`src/rtl/rsa_run_ctrl.sv`:
```
`default_nettype none
// ============================================================================
// Module      : rsa_run_ctrl
// Description : Run sequencer for the RSA pipeline CPU top. After a go request
//               it holds the CPU in reset for RST_CYCLES cycles, then waits
//               START_DELAY cycles, then asserts start. It counts RUN cycles
//               until EndFlag or a timeout, and captures ReadData / FlagZero
//               when EndFlag arrives.
// Ports       : clk, reset        - clock, synchronous active-high reset
//               go, abort         - run request / cancel
//               EndFlag, FlagZero,
//               ReadData          - CPU status and data inputs
//               cpu_reset,
//               cpu_start         - CPU control outputs
//               busy, done,
//               timeout           - run status
//               cycle_count       - RUN cycles of the current/last run
//               result, zero_flag - values captured at EndFlag
//               run_count         - completed runs, saturating
// Revision    : 1.0 - initial release
// ============================================================================
module rsa_run_ctrl #(
    parameter int DATA_W         = 32,
    parameter int CNT_W          = 32,
    parameter int RST_CYCLES     = 2,
    parameter int START_DELAY    = 1,
    parameter int TIMEOUT_CYCLES = 1000,
    parameter int RUNS_W         = 8
) (
    input  logic              clk,
    input  logic              reset,
    input  logic              go,
    input  logic              abort,
    input  logic              EndFlag,
    input  logic              FlagZero,
    input  logic [DATA_W-1:0] ReadData,
    output logic              cpu_reset,
    output logic              cpu_start,
    output logic              busy,
    output logic              done,
    output logic              timeout,
    output logic [CNT_W-1:0]  cycle_count,
    output logic [DATA_W-1:0] result,
    output logic              zero_flag,
    output logic [RUNS_W-1:0] run_count
);

    typedef enum logic [2:0] {
        S_IDLE    = 3'd0,
        S_RST     = 3'd1,
        S_DELAY   = 3'd2,
        S_RUN     = 3'd3,
        S_DONE    = 3'd4,
        S_TIMEOUT = 3'd5
    } state_t;

    // The DELAY terminal value is guarded so START_DELAY=0 does not underflow;
    // DELAY is never entered in that configuration.
    localparam int               c_sd_last_int = (START_DELAY > 0) ? START_DELAY - 1 : 0;
    localparam logic [CNT_W-1:0] c_rst_last    = CNT_W'(RST_CYCLES - 1);
    localparam logic [CNT_W-1:0] c_sd_last     = CNT_W'(c_sd_last_int);
    localparam logic [CNT_W-1:0] c_to_last     = CNT_W'(TIMEOUT_CYCLES - 1);
    localparam logic [CNT_W-1:0] c_to_full     = CNT_W'(TIMEOUT_CYCLES);
    localparam logic [CNT_W-1:0] c_cnt_one     = CNT_W'(1);
    localparam logic [RUNS_W-1:0] c_runs_one   = RUNS_W'(1);

    state_t              state_q, state_d;
    logic [CNT_W-1:0]    phase_q, phase_d;          // cycles spent in RST / DELAY
    logic [CNT_W-1:0]    cycle_count_q, cycle_count_d;
    logic [DATA_W-1:0]   result_q, result_d;
    logic                zero_flag_q, zero_flag_d;
    logic [RUNS_W-1:0]   run_count_q, run_count_d;
    logic                cpu_reset_q, cpu_reset_d;
    logic                cpu_start_q, cpu_start_d;
    logic                busy_q, busy_d;
    logic                done_q, done_d;
    logic                timeout_q, timeout_d;

    // Next-state and datapath logic
    always_comb begin
        state_d       = state_q;
        phase_d       = phase_q;
        cycle_count_d = cycle_count_q;
        result_d      = result_q;
        zero_flag_d   = zero_flag_q;
        run_count_d   = run_count_q;

        case (state_q)
            S_IDLE: begin
                if (go) begin
                    state_d       = S_RST;
                    phase_d       = '0;
                    cycle_count_d = '0;
                end
            end

            S_RST: begin
                if (abort) begin
                    state_d = S_IDLE;
                end else if (phase_q == c_rst_last) begin
                    phase_d = '0;
                    state_d = (START_DELAY == 0) ? S_RUN : S_DELAY;
                end else begin
                    phase_d = phase_q + c_cnt_one;
                end
            end

            S_DELAY: begin
                if (abort) begin
                    state_d = S_IDLE;
                end else if (phase_q == c_sd_last) begin
                    phase_d = '0;
                    state_d = S_RUN;
                end else begin
                    phase_d = phase_q + c_cnt_one;
                end
            end

            S_RUN: begin
                // Priority: abort, then EndFlag, then timeout.
                if (abort) begin
                    state_d = S_IDLE;
                end else if (EndFlag) begin
                    state_d     = S_DONE;
                    result_d    = ReadData;
                    zero_flag_d = FlagZero;
                    if (run_count_q != '1) begin
                        run_count_d = run_count_q + c_runs_one;
                    end
                end else if (cycle_count_q == c_to_last) begin
                    state_d       = S_TIMEOUT;
                    cycle_count_d = c_to_full;
                end else begin
                    cycle_count_d = cycle_count_q + c_cnt_one;
                end
            end

            S_DONE, S_TIMEOUT: begin
                if (abort) begin
                    state_d = S_IDLE;
                end else if (go) begin
                    state_d       = S_RST;
                    phase_d       = '0;
                    cycle_count_d = '0;
                end
            end

            default: begin
                state_d = S_IDLE;
            end
        endcase

        // Outputs are registered decodes of the next state, so they line up
        // with the state register without any input-to-output path.
        cpu_reset_d = (state_d == S_IDLE) || (state_d == S_RST);
        cpu_start_d = (state_d == S_RUN);
        busy_d      = (state_d == S_RST) || (state_d == S_DELAY) || (state_d == S_RUN);
        done_d      = (state_d == S_DONE);
        timeout_d   = (state_d == S_TIMEOUT);
    end

    always_ff @(posedge clk) begin
        if (reset) begin
            state_q       <= S_IDLE;
            phase_q       <= '0;
            cycle_count_q <= '0;
            result_q      <= '0;
            zero_flag_q   <= 1'b0;
            run_count_q   <= '0;
            cpu_reset_q   <= 1'b1;
            cpu_start_q   <= 1'b0;
            busy_q        <= 1'b0;
            done_q        <= 1'b0;
            timeout_q     <= 1'b0;
        end else begin
            state_q       <= state_d;
            phase_q       <= phase_d;
            cycle_count_q <= cycle_count_d;
            result_q      <= result_d;
            zero_flag_q   <= zero_flag_d;
            run_count_q   <= run_count_d;
            cpu_reset_q   <= cpu_reset_d;
            cpu_start_q   <= cpu_start_d;
            busy_q        <= busy_d;
            done_q        <= done_d;
            timeout_q     <= timeout_d;
        end
    end

    assign cpu_reset   = cpu_reset_q;
    assign cpu_start   = cpu_start_q;
    assign busy        = busy_q;
    assign done        = done_q;
    assign timeout     = timeout_q;
    assign cycle_count = cycle_count_q;
    assign result      = result_q;
    assign zero_flag   = zero_flag_q;
    assign run_count   = run_count_q;

endmodule
`default_nettype wire

```
`config.mk`:
```
export PLATFORM = sky130hd
export DESIGN_NAME = rsa_run_ctrl
export DESIGN_NICKNAME = d
export VERILOG_FILES = /design/src/rtl/rsa_run_ctrl.sv
export SDC_FILE = /design/constraint.sdc
export NUM_CORES = 1
export LEC_CHECK = 0
export CAP_MARGIN = 15
export CORE_UTILIZATION = 40
export DETAILED_ROUTE_END_ITERATION = 6
export PLACE_DENSITY = 0.72
export SETUP_SLACK_MARGIN = 0.5
export SYNTH_ARGS = -nofsm -noshare
export SYNTH_HDL_FRONTEND = slang
export SYNTH_SLANG_ARGS = --single-unit
```
`constraint.sdc`:
```
create_clock -name clk -period 4.82 [get_ports clk]
set_clock_uncertainty 0.2 [all_clocks]
set_input_delay 0.964 -clock clk [delete_from_list [all_inputs] [get_ports clk]]
set_output_delay 0.964 -clock clk [all_outputs]
set_load 0.05 [all_outputs]
```
==> metrics.cfg, run 1 <==
[pwr]
power.total_mw=2.23
vdd_ir_drop_max_mv=0.228
power_density_nw_per_um2=312
power_leakage_nw=2.23

[timing]
grt_setup_unrepaired=false
final_max_slew_viol_count=0
max_freq_mhz=293
period_share_pct=70.9
max-slew-margin-rel_pct=28.0
final_hold_viol_count=0
final-setup-viol-count=0
finalCriticalPeriod_ps=3420
worstMarginPinSlew_ps=1080
tns_ps=0

[global_routing]
grt_pass1_vias=4718
grt_max_degree=40
grt_pass1_wl_mm=22.9
grt_usage_pct=20.3
grt-ovfl-total=0
antenna_found_initial=0

[setup_path]
worstSetupEndpointType=flop
critPathTopFamily=simple AND/OR/NAND/NOR gates
r2r_cells=5
required_ps=4940
crit_path_max_incr_delay_ps=590
critPathMaxFanout=16
worst_ep_arrival_time_ps=3540
cp_slowest_cell=o22ai_2
worstPathCellList=clkdlybuf4s50_1, nand4bb_1, o22ai_2, nand4_1, or3_1, a21oi_1
critical_path_class=in2reg
cp.depth=6
critical_path.startpoint_type=input port
worst-path-buf-inv=1

[cells_and_area]
multi_input_area_sq_um=2890
final_nets=793
final_cell_area_sq_um=7150
drive_above_1_share_pct=8.91
final_cell_mix=clkdlybuf4s50_1, dfxtp_1, nand2_1
seqCellArea_sq_um=2260
area_growth_pct=33.6
fillers=1133
insertedDiodeCount=0
final_common_cell=clkdlybuf4s50_1

[clock_tree]
cts_buffers=17
clock_path_buffers=2
cts_root_buffer=clkbuf_16
cts_tree=built
cts.htree.levels=4
clk_pin_slew_ps=60
clock_latency_ps=410
cts.sinks=113
post_cts_buffers=0
cts_resized=0
cts_hold_buf=0

[run]
cap_violations=0

[yosys]
ys_types=58
synth_edf_count=0
netlist_instances=647
synth_area_sq_um=5350
synthFlopType=dfxtp_1
ys_warn_count=0
syn_avg_cell_area_sq_um=8.27
asyncSetResetFlopFracSynth_pct=0
ys_seq_area_share_pct=42.3
ys_seq_elements=113
syn_nets=690

[floorplan]
dieArea_sq_um=13800
rows=41
chipWidth_um=118
core_sq_um=12800
initial_core_util_pct=41.7
io_pins=116
dieHeight_um=118

[place]
dp_hpwl_mm=9.47
io_buffers=115
dpl_cell_area_sq_um=6580
place_congestion=0.871

[hold_path]
min_path_type=reg2reg
min_path_cells=2

[drt]
route.detailed.drc=0
ant_nets=0
vias=5108
drtIter0Drc=472
drtPass1Iterations=5
viasPerCell=5.46
drt-total-wl_mm=13.9
post_drt_wl_per_cell_um=14.9

[outcome]
status=complete, no violations

[registers in the layout (all words and copies together), names as in the netlist]
signal / cells
result: 32
run_count: 8
cpu_start: 1
timeout: 1
cycle_count: 32
state_q: 3
zero_flag: 1
cpu_reset: 1
phase_q: 32
done: 1
busy: 1
[cells by family (layout without fill, tap and decap cells)]
family,count (synthesis),in the layout,share of synthesized area (%)
compound gates,107,107,11.5
xor+xnor,46,46,7.53
fa+ha+maj,5,5,1.17
buf+inv,47,163,3.98
flops,113,113,42.3
mux,2,2,0.398
simple gates,327,327,33.1
[through the flow]
stage          setup WS, ps  util, %  std cells  hold slack [ps]
6_report               1400     55.7        935              250
3_3_place_gp           1120     51.3        903              242
5_1_grt                1180     55.7        935              275
4_1_cts                1450     55.7        935              255
2_1_floorplan          2090        -        647              274
3_5_place_dp           1010     51.3        903              247
[power by group]
part	switching [mW]	internal, mW	leakage, nW	total, mW
registers	0.00641	0.938	0.910	0.945
logic	0.0663	0.0471	1.06	0.113
clock network	0.440	0.732	0.263	1.17
[area by class of cell]
class | count | share of cell area [%]
inverters | 13 | 0.683
clock buffers | 19 | 6.34
clock inverters | 13 | 1.58
repair buffers | 118 | 16.4
well taps | 172 | 3.01
multi-input cells | 487 | 40.4
flip-flops and latches | 113 | 31.7
[routing by layer]
layer  track usage [%]  wire length (um)
met1              25.3              6230
met2              33.6              6780
met3              5.57               679
met4              6.49               200
met5                 0                 0
[synth_stat cells (all sizes together) (16+ instances only)]
cell | instances | share of area, %
a21oi | 61 | 5.7
clkbuf | 21 | 1.5
dfxtp | 113 | 42
nand2 | 94 | 6.6
nand3 | 26 | 2.4
nand4 | 20 | 2.5
nor2 | 64 | 4.6
nor3 | 20 | 1.9
nor4 | 34 | 5.2
o21ai | 22 | 2.1
or3 | 16 | 1.9
xnor2 | 38 | 6.2
[tightest hold or removal path: stages, from the launching register on]
cell	delay (ps)
dfxtp_1	300
nand2_1	50
a21oi_1	50
[path summary, 6_finish.rpt]
kind,from,slack (ps),to
worst max register to register,phase_q[18]$_SDFFE_PP0P_,1660,phase_q[31]$_SDFFE_PP0P_
worst min-delay path,result[5]$_SDFFE_PP0P_,250,result[5]$_SDFFE_PP0P_
worst max-delay path,abort,1400,cycle_count[26]$_SDFFE_PP0P_
worst min register to register,result[5]$_SDFFE_PP0P_,250,result[5]$_SDFFE_PP0P_
Note: power is estimated with default switching activity, not from simulation.
==> run 2: changes to the inputs <==
- PLACE_DENSITY: 0.72 -> 0.75
- clock period: 4.82 -> 3.05 ns (I/O delays scaled with it)
==> run 2 against run 1 <==
Net effect: global-route usage grew 1.2 points; critical path depth shrank 5; flip-flop and latch count is the same; wire length grew 4.8%; die area is the same; sequential share of layout area shrank 0.93 points; combinational power grew 77%; critical path type is now reg2out.
==> metrics.cfg, run 2 (synthesized netlist as in run 1, its figures left out) <==
[outcome]
status=complete, no violations

[global_routing]
antenna_found_initial=0
grt_pass1_vias=5053
grt_max_degree=34
grt_pass1_wl_mm=24.2
grt-ovfl-total=0
grt_usage_pct=21.4

[pwr]
power.total_mw=3.58
power_leakage_nw=2.58
power_density_nw_per_um2=486
vdd_ir_drop_max_mv=0.426

[drt]
viasPerCell=5.46
vias=5213
ant_nets=0
post_drt_wl_per_cell_um=15.2
drtIter0Drc=450
route.detailed.drc=0
drt-total-wl_mm=14.6
drtPass1Iterations=5

[hold_path]
min_path_cells=2
hold_end=result[4]$_SDFFE_PP0P_
min_path_type=reg2reg
min_from=result[4]$_SDFFE_PP0P_

[setup_path]
worstReg2RegEnd=cycle_count[15]$_SDFFE_PP0P_
cp_slowest_cell=clkdlybuf4s50_1
worst_ep_arrival_time_ps=1690
required_ps=2240
critical_path_class=reg2out
r2r_cells=5
worst-path-buf-inv=1
worstSetupEndpointType=output pin
critPathTopFamily=buffers and inverters
worstPathCellList=clkdlybuf4s50_1
r2r-start=cycle_count[8]$_SDFFE_PP0P_
reg2reg_slack_ps=690
critical_path.startpoint_type=flop
crit_path_max_incr_delay_ps=850
critPathMaxFanout=5

[place]
io_buffers=115
dpl_cell_area_sq_um=6750
placed_cells=924
place_congestion=0.859
dp_hpwl_mm=10.1

[clock_tree]
cts_root_buffer=clkbuf_16
cts.htree.levels=4
clock_path_buffers=2
cts_tree=built
cts.sinks=113
clock_latency_ps=410
clk_pin_slew_ps=60
cts_buffers=17

[run]
cap_violations=0

[cells_and_area]
fillers=1114
final_cell_count_no_fill=955
area_growth_pct=37.7
insertedDiodeCount=0
seqCellArea_sq_um=2260
final_cell_mix=dfxtp_1, clkdlybuf4s50_1, nand2_1
multi_input_area_sq_um=2930
drive_above_1_share_pct=12.0
final_nets=814
final_cell_area_sq_um=7370
final_common_cell=dfxtp_1

[floorplan]
rows=41
core_sq_um=12800
dieArea_sq_um=13800
chipWidth_um=118
io_pins=116
initial_core_util_pct=41.7
dieHeight_um=118

[timing]
final_max_slew_viol_count=0
worstMarginPinSlew_ps=749
final-setup-viol-count=0
final_hold_viol_count=0
max-slew-margin-rel_pct=49.8
max_freq_mhz=400
tns_ps=0
finalCriticalPeriod_ps=2500
whs_ps=255
grt_setup_unrepaired=false
period_share_pct=82.0

[run 2: cell types whose count changed in the layout (fill, tap and decap cells not counted), sizes merged]
cell | previous run | this run
clkinvlp | 6 | 4
dlymetal6s2s | 0 | 10
dlygate4sd2 | 0 | 8
bufinv | 1 | 2
clkbuf | 19 | 20
buf | 4 | 25
clkdlybuf4s50 | 114 | 96
inv | 14 | 13
[run 2: worst max path at each step]
stage | startpoint | end | slack [ps] | cells past startpoint
2_1_floorplan | cycle_count[0]$_SDFFE_PP0P_ | cycle_count[12]$_SDFFE_PP0P_ | 570 | 8
4_1_cts | cycle_count[6]$_SDFFE_PP0P_ | cycle_count[6] | 510 | 1
5_1_grt | phase_q[18]$_SDFFE_PP0P_ | phase_q[20]$_SDFFE_PP0P_ | 510 | 7
6_report | cycle_count[4]$_SDFFE_PP0P_ | cycle_count[4] | 550 | 1
3_5_place_dp | abort | cycle_count[15]$_SDFFE_PP0P_ | 60 | 6
3_3_place_gp | abort | cycle_count[15]$_SDFFE_PP0P_ | 120 | 6
[run 2: what timing repair did]
item,4_1_cts,5_1_grt
pin swaps,0,1
buffers inserted,0,0
hold endpoints to repair,0,0
hold buffers,0,0
gates resized for setup,8,19
setup endpoints to repair,8,49
[run 2: power by group]
part           switching [mW]  leakage [nW]  internal (mW)  total, mW
clock network           0.678         0.267           1.21       1.89
logic                   0.108          1.40         0.0928      0.200
registers              0.0102         0.911           1.48       1.49
[run 2: metal layers]
metal,track usage (%),up-vias,part of all wire [%]
met2,35.0,161,48
met5,0,-,0
met3,6.06,24,5.8
met1,26.5,2482,43
met4,8.57,0,2.3
li1,-,2546,-
[run 2: metrics by stage]
stage                     utilization, %  worst slack (ps)
after floorplan                        -               569
after global placement              52.6               124
after detailed placement            52.6              64.6
after CTS                           56.9               506
after global routing                57.5               505
final                               57.5               549
[run 2: final cells by class]
type / count / share of cell area [%]
Timing Repair Buffer: 139 / 18.4
Sequential cell: 113 / 30.7
Inverter: 13 / 0.662
Multi-Input combinational cell: 487 / 39.7
Tap cell: 172 / 2.92
Clock inverter: 11 / 1.56
Clock buffer: 20 / 6.06
